**config.mk**
```make
export PLATFORM = sky130hd
export DESIGN_NAME = serial_stim_gen
export DESIGN_NICKNAME = d
export VERILOG_FILES = /design/src/rtl/serial_stim_gen.sv
export SDC_FILE = /design/constraint.sdc
export NUM_CORES = 1
export LEC_CHECK = 0
export ABC_AREA = 0
export BUFFER_PORTS_ARGS = -buffer_cell sky130_fd_sc_hd__buf_2
export CAP_MARGIN = 25
export CORE_ASPECT_RATIO = 1.1
export CORE_MARGIN = 5
export CORE_UTILIZATION = 38
export CTS_BUF_LIST = sky130_fd_sc_hd__clkbuf_2 sky130_fd_sc_hd__clkbuf_4 sky130_fd_sc_hd__clkbuf_8
export DETAILED_ROUTE_END_ITERATION = 10
export PLACE_DENSITY_LB_ADDON = 0.15
export SLEW_MARGIN = 20
export SYNTH_ARGS = -nofsm -noshare
export SYNTH_HDL_FRONTEND = slang
export SYNTH_SLANG_ARGS = --single-unit
```
**constraint.sdc**
```tcl
create_clock -name clk -period 5.2 [get_ports clk]
set_input_delay 0.78 -clock clk [delete_from_list [all_inputs] [get_ports clk]]
set_output_delay 0.78 -clock clk [all_outputs]
set_load 0.03 [all_outputs]
```
**src/rtl/serial_stim_gen.sv**
```systemverilog
// serial_stim_gen: byte FIFO feeding a UART TX or PS/2 device-side frame engine.
// Ports: clk, reset | mode, wr_data, wr_en | full, empty, overflow, busy, frame_count | uart_tx, ps2_clk, ps2_data.
module serial_stim_gen #(
  parameter int CLKS_PER_BIT = 868,
  parameter int PS2_HALF     = 50,
  parameter int PS2_GAP      = 5000,
  parameter int DATA_BITS    = 8,
  parameter int UART_PARITY  = 0,
  parameter int UART_STOP    = 1,
  parameter int FIFO_DEPTH   = 16,
  parameter int CNT_W        = 16
) (
  input  logic                 clk,
  input  logic                 reset,
  input  logic                 mode,
  input  logic [DATA_BITS-1:0] wr_data,
  input  logic                 wr_en,
  output logic                 full,
  output logic                 empty,
  output logic                 overflow,
  output logic                 busy,
  output logic [CNT_W-1:0]     frame_count,
  output logic                 uart_tx,
  output logic                 ps2_clk,
  output logic                 ps2_data
);

  localparam int AW     = $clog2(FIFO_DEPTH);
  localparam int MAX_AB = (CLKS_PER_BIT > PS2_HALF) ? CLKS_PER_BIT : PS2_HALF;
  localparam int MAXC   = (MAX_AB > PS2_GAP) ? MAX_AB : PS2_GAP;
  localparam int CW     = $clog2(MAXC + 1);
  localparam int SR_W   = DATA_BITS + 4;
  localparam int BW     = $clog2(SR_W + 1);
  localparam int UNB    = 1 + DATA_BITS + ((UART_PARITY != 0) ? 1 : 0) + UART_STOP;
  localparam int PNB    = DATA_BITS + 3;

  localparam logic [CW-1:0] BIT_END  = CW'(CLKS_PER_BIT - 1);
  localparam logic [CW-1:0] HALF_END = CW'(PS2_HALF - 1);
  localparam logic [CW-1:0] GAP_END  = CW'(PS2_GAP - 1);

  typedef enum logic [2:0] {
    IDLE, LOAD, BIT, PS2_HI, PS2_LO, GAP
  } state_t;

  state_t               state_q, state_d;
  logic [CW-1:0]        cnt_q, cnt_d;
  logic [BW-1:0]        bit_q, bit_d;
  logic [SR_W-1:0]      sr_q, sr_d;
  logic                 mode_q, mode_d;
  logic                 busy_q, busy_d;
  logic [CNT_W-1:0]     fc_q, fc_d;
  logic                 uart_q, uart_d;
  logic                 pclk_q, pclk_d;
  logic                 pdat_q, pdat_d;
  logic [AW:0]          wr_ptr_q, wr_ptr_d;
  logic [AW:0]          rd_ptr_q, rd_ptr_d;
  logic                 full_q, full_d;
  logic                 empty_q, empty_d;
  logic                 ovf_q, ovf_d;
  logic [DATA_BITS-1:0] mem_q [FIFO_DEPTH];

  logic                 pop, load, wr_ok, last_bit;
  logic [DATA_BITS-1:0] rd_data;
  logic [SR_W-1:0]      load_sr;

  assign rd_data  = mem_q[rd_ptr_q[AW-1:0]];
  assign last_bit = mode_q ? (bit_q == BW'(PNB - 1))
                           : (bit_q == BW'(UNB - 1));

  // Frame image, LSB shifted out first; unused upper bits are 1 so
  // stop bits fall out of the right-shift fill.
  always_comb begin
    load_sr                  = '1;
    load_sr[0]               = 1'b0;
    load_sr[DATA_BITS:1]     = rd_data;
    if (mode)
      load_sr[DATA_BITS+1]   = ~^rd_data;
    else if (UART_PARITY == 1)
      load_sr[DATA_BITS+1]   = ~^rd_data;
    else if (UART_PARITY == 2)
      load_sr[DATA_BITS+1]   = ^rd_data;
  end

  always_comb begin
    state_d = state_q;
    cnt_d   = cnt_q;
    bit_d   = bit_q;
    sr_d    = sr_q;
    mode_d  = mode_q;
    busy_d  = busy_q;
    fc_d    = fc_q;
    uart_d  = uart_q;
    pclk_d  = pclk_q;
    pdat_d  = pdat_q;
    pop     = 1'b0;
    load    = 1'b0;
    unique case (state_q)
      IDLE: if (!empty_q) state_d = LOAD;
      LOAD: load = 1'b1;
      BIT: begin
        if (cnt_q == BIT_END) begin
          cnt_d = '0;
          if (last_bit) begin
            fc_d   = fc_q + CNT_W'(1);
            uart_d = 1'b1;
            if (!empty_q) begin
              load = 1'b1;
            end else begin
              state_d = IDLE;
              busy_d  = 1'b0;
            end
          end else begin
            bit_d  = bit_q + BW'(1);
            sr_d   = {1'b1, sr_q[SR_W-1:1]};
            uart_d = sr_q[1];
          end
        end else begin
          cnt_d = cnt_q + CW'(1);
        end
      end
      PS2_HI: begin
        if (cnt_q == HALF_END) begin
          cnt_d   = '0;
          state_d = PS2_LO;
          pclk_d  = 1'b0;
        end else begin
          cnt_d = cnt_q + CW'(1);
        end
      end
      PS2_LO: begin
        if (cnt_q == HALF_END) begin
          cnt_d  = '0;
          pclk_d = 1'b1;
          if (last_bit) begin
            pdat_d  = 1'b1;
            fc_d    = fc_q + CNT_W'(1);
            state_d = GAP;
          end else begin
            bit_d   = bit_q + BW'(1);
            sr_d    = {1'b1, sr_q[SR_W-1:1]};
            pdat_d  = sr_q[1];
            state_d = PS2_HI;
          end
        end else begin
          cnt_d = cnt_q + CW'(1);
        end
      end
      GAP: begin
        if (cnt_q == GAP_END) begin
          cnt_d = '0;
          if (!empty_q) begin
            load = 1'b1;
          end else begin
            state_d = IDLE;
            busy_d  = 1'b0;
          end
        end else begin
          cnt_d = cnt_q + CW'(1);
        end
      end
      default: state_d = IDLE;
    endcase
    // Loading at a frame end (not via LOAD) keeps queued frames contiguous.
    if (load) begin
      pop    = 1'b1;
      mode_d = mode;
      sr_d   = load_sr;
      bit_d  = '0;
      cnt_d  = '0;
      busy_d = 1'b1;
      if (mode) begin
        state_d = PS2_HI;
        uart_d  = 1'b1;
        pclk_d  = 1'b1;
        pdat_d  = load_sr[0];
      end else begin
        state_d = BIT;
        uart_d  = load_sr[0];
        pclk_d  = 1'b1;
        pdat_d  = 1'b1;
      end
    end
  end

  always_comb begin
    wr_ok    = wr_en && (!full_q || pop);
    ovf_d    = ovf_q | (wr_en & full_q & ~pop);
    wr_ptr_d = wr_ptr_q + (AW+1)'(wr_ok);
    rd_ptr_d = rd_ptr_q + (AW+1)'(pop);
    empty_d  = (wr_ptr_d == rd_ptr_d);
    full_d   = (wr_ptr_d[AW] != rd_ptr_d[AW]) &&
               (wr_ptr_d[AW-1:0] == rd_ptr_d[AW-1:0]);
  end

  always_ff @(posedge clk) begin
    if (wr_ok) mem_q[wr_ptr_q[AW-1:0]] <= wr_data;
  end

  always_ff @(posedge clk or posedge reset) begin
    if (reset) begin
      state_q  <= IDLE;
      cnt_q    <= '0;
      bit_q    <= '0;
      sr_q     <= '1;
      mode_q   <= 1'b0;
      busy_q   <= 1'b0;
      fc_q     <= '0;
      uart_q   <= 1'b1;
      pclk_q   <= 1'b1;
      pdat_q   <= 1'b1;
      wr_ptr_q <= '0;
      rd_ptr_q <= '0;
      full_q   <= 1'b0;
      empty_q  <= 1'b1;
      ovf_q    <= 1'b0;
    end else begin
      state_q  <= state_d;
      cnt_q    <= cnt_d;
      bit_q    <= bit_d;
      sr_q     <= sr_d;
      mode_q   <= mode_d;
      busy_q   <= busy_d;
      fc_q     <= fc_d;
      uart_q   <= uart_d;
      pclk_q   <= pclk_d;
      pdat_q   <= pdat_d;
      wr_ptr_q <= wr_ptr_d;
      rd_ptr_q <= rd_ptr_d;
      full_q   <= full_d;
      empty_q  <= empty_d;
      ovf_q    <= ovf_d;
    end
  end

  assign full        = full_q;
  assign empty       = empty_q;
  assign overflow    = ovf_q;
  assign busy        = busy_q;
  assign frame_count = fc_q;
  assign uart_tx     = uart_q;
  assign ps2_clk     = pclk_q;
  assign ps2_data    = pdat_q;

endmodule

```
==> flow_summary.toml <==
[clocking]
clkSinkCount = 191
cts-buffers-inserted = 17
cts-resized-gates = 0
cts_hold_buf = 0
cts_tree = "done"
clock_latency_ns = 0.45
path_clk_slew_ns = 0.11
clockBufferDepth = 2
cts_root_buffer = "clkbuf_8"
htreeDepth = 4
cts_setup_buffers = 0

[power]
p_int_w = 0.00301
clockPowerShare_pct = 20.5
power_w = 0.00468
p_switching_w = 0.00167
vdd_drop_max_v = 0.000208
p_leak_nw = 3.35
swShare_pct = 35.7
p_comb_share_pct = 33.0
power_per_cell_area_nw_per_um2 = 504
p_seq_share_pct = 46.5

[synthesis]
synth.mux.area_fraction_pct = 9.25
synth-compound-area-share_pct = 6.46
synth-main-ff-cell = "edfxtp_1"
synth_cells = 554
synth-seq-area-share_pct = 65.2
synthArstFlopShare_pct = 33.0
synthTopCellsByCount = "edfxtp_1 (128), dfrtp_1 (50), nor2_1 (37)"
synth.most_common_cell = "edfxtp_1"
yosysUniqueCellTypes = 63
synth-simple-area-share_pct = 10.9
synth.avg_cell_area_um2 = 15.1
yosys-top-cells-area = "edfxtp_1 (46%), dfrtp_1 (15%), mux4_2 (8.6%)"
synth-adder-area-share_pct = 1.20
synth.net_count = 574
synth_edf_count = 128
ys_seq_elements = 191
synth_top_family_by_area = "simple AND/OR/NAND/NOR gates"
synth-xor-area-share_pct = 4.83
yosysTopAreaCell = "edfxtp_1"
synth-warning-count = 0
yosysTopAreaCellShare_pct = 46.1
syn_area_um2 = 8340

[critical_path]
endpoint_kind = "flip-flop"
worstPathMaxFanout = 18
arrival_ns = 4.44
cp.required_ns = 5.58
crit_path_start_kind = "flip-flop"
path_class = "reg -> reg"
path_cells = "or4_4 -> nor4_4 -> nand2_2 -> a2bb2oi_1 -> o32a_4 -> and2_4 -> nor2b_1 -> ha_1 -> ha_1 -> xor2_1 -> xor2_1 -> or4_1 -> nor2b_1"
critPathSlowestCell = "or4_4"
cpPeakStageDelay_ns = 0.60

[placement]
gp_congestion = 0.843
io_buffers = 34
dp_hpwl_um = 11500
dpl_cell_area_um2 = 8910

[global_routing]
antenna_found_initial = 1
first_global_vias = 4874
grt_pass1_wl_um = 27400
grt_overflow = 0
grt_start_max_net_pins = 48
grt_usage_pct = 14.7

[sta]
whs_ns = 0.272
tns_ns = 0
hold_viol = 0
worst_slew_pin_slew_ns = 0.928
finalSetupViolations = 0
fin_crit_sh_pct = 78.0
slew_viol_final = 0
rsz0062_at_grt = "false"
slew_headroom_pct = 38.2
final.min_clock_period_ns = 4.06
fin_worst_skew_ns = 0.0205
fmax_ghz = 0.246

[floorplan]
ios = 35
core_area_um2 = 21400
die-area_um2 = 25000
initial_core_util_pct = 38.9
rows = 56
fp.dieW_um = 151
die_h_um = 165

[route]
drc_errors = 0
final_antenna_net_count = 0
drtIter0Drc = 302
wl_per_cell_um = 19.1
dr.pass1.iters = 4
vias = 4676
via_per_inst = 5.18
wirelength_um = 17300

[worst_hold_path]
hp-class = "in -> async"

[finish]
n_fill_cell = 1978
stdcell_area_um2 = 9290
nNetsFinal = 621
insertedDiodeCount = 0
syn_to_final_growth_pct = 11.4
drive_gt1_share_pct = 25.4

[outcome]
status = "finished clean"

[run]
maxCapViolations = 0
==> routing by layer <==
metal | routed length, um | share of wire [%] | track usage [%]
met1 | 7670 | 44 | 19.5
met2 | 8770 | 51 | 24.4
met3 | 533 | 3.1 | 2.57
met4 | 286 | 1.7 | 4.99
met5 | 13 | 0.075 | 0
==> through the flow <==
step                      utilization [%]  instances  setup slack, ns
after floorplan                         -        554             1.47
after global placement               41.6        872             1.25
after detailed placement             41.6        872             1.15
after CTS                            43.3        903             1.14
after global routing                 43.3        903            0.873
final                                43.3        903             1.14
==> placed cells by master, fill, tap and decap left out, types with 3 or more instances in the layout <==
master and instances:
edfxtp_1 128, o21ai_0 8, nand2_1 36, clkbuf_8 17, inv_6 3, nand4_1 5, nor4b_1 3, buf_4 18
inv_8 5, mux4_2 32, nor3_1 12, a21boi_0 3, o22ai_1 7, and2_1 3, ha_1 8, a22oi_1 17
inv_1 15, dfrtp_1 48, nor4b_2 4, a21oi_1 11, or3_1 4, clkinv_1 3, mux2i_1 4, nand2b_1 3
dfstp_2 13, xnor2_1 28, buf_2 34, o21ba_2 7, nand3_1 14, nor4_2 4, nand3b_1 5, nor2_1 37
nor2b_1 9, xor2_1 18
==> path summary, 6_finish.rpt <==
check	from	to	slack, ns	cells past startpoint
setup / recovery	cnt_q[2]$_DFFE_PP0P_	empty$_DFF_PP1_	1.14	13
hold / removal	reset	frame_count[14]$_DFFE_PP0P_	0.27	2
setup reg to reg	cnt_q[2]$_DFFE_PP0P_	empty$_DFF_PP1_	1.14	13
hold reg to reg	frame_count[15]$_DFFE_PP0P_	frame_count[15]$_DFFE_PP0P_	0.48	1
max in group asynchronous	reset	rd_ptr_q[1]$_DFF_PP0_	3.95	3
min in group clk	frame_count[15]$_DFFE_PP0P_	frame_count[15]$_DFFE_PP0P_	0.48	1
==> area by class of cell <==
| cell class | instances | area (um2) | share of cell area [%] |
|---|---|---|---|
| sequential | 191 | 5440 | 58.5 |
| inverter | 16 | 60.1 | 0.646 |
| multi-input combinational | 323 | 2750 | 29.5 |
| tap | 290 | 363 | 3.90 |
| clock buffer | 17 | 234 | 2.52 |
| timing repair buffer | 52 | 305 | 3.28 |
| clock inverter | 14 | 148 | 1.59 |
==> power groups by stage <==
stage                     clock network, W  logic, W  registers (W)
after floorplan                          0   0.00133        0.00202
after global placement                   0   0.00156        0.00220
after detailed placement                 0   0.00158        0.00222
after CTS                         0.000998   0.00158        0.00218
after global routing               0.00105   0.00170        0.00222
final                             0.000959   0.00155        0.00217
==> state kept, by name, summed over array words and instances, names as in the netlist, 3 cells and up <==
| name | count |
|---|---|
| state_q | 3 |
| mem_q | 128 |
| bit_q | 4 |
| frame_count | 16 |
| wr_ptr_q | 5 |
| cnt_q | 13 |
| rd_ptr_q | 5 |
| sr_q | 9 |
==> worst max-delay path: cells and delay by family, from the launching register on <==
family                   cells  cell delay, ns
XOR/XNOR                     2            0.30
adder cells (fa/ha/maj)      2            0.35
flip-flops                   1            0.46
AO/OA/AOI/OAI                2            0.62
AND/OR/NAND/NOR              7            2.28
==> kinds of logic (layout without fill, tap and decap cells) <==
group | Yosys count | after routing
AND/OR/NAND/NOR | 159 | 159
adder cells (fa/ha/maj) | 8 | 8
AO/OA/AOI/OAI | 73 | 73
flip-flops | 191 | 191
buffers and inverters | 40 | 99
multiplexers | 37 | 37
XOR/XNOR | 46 | 46
Power figures use the tool's default switching activity.
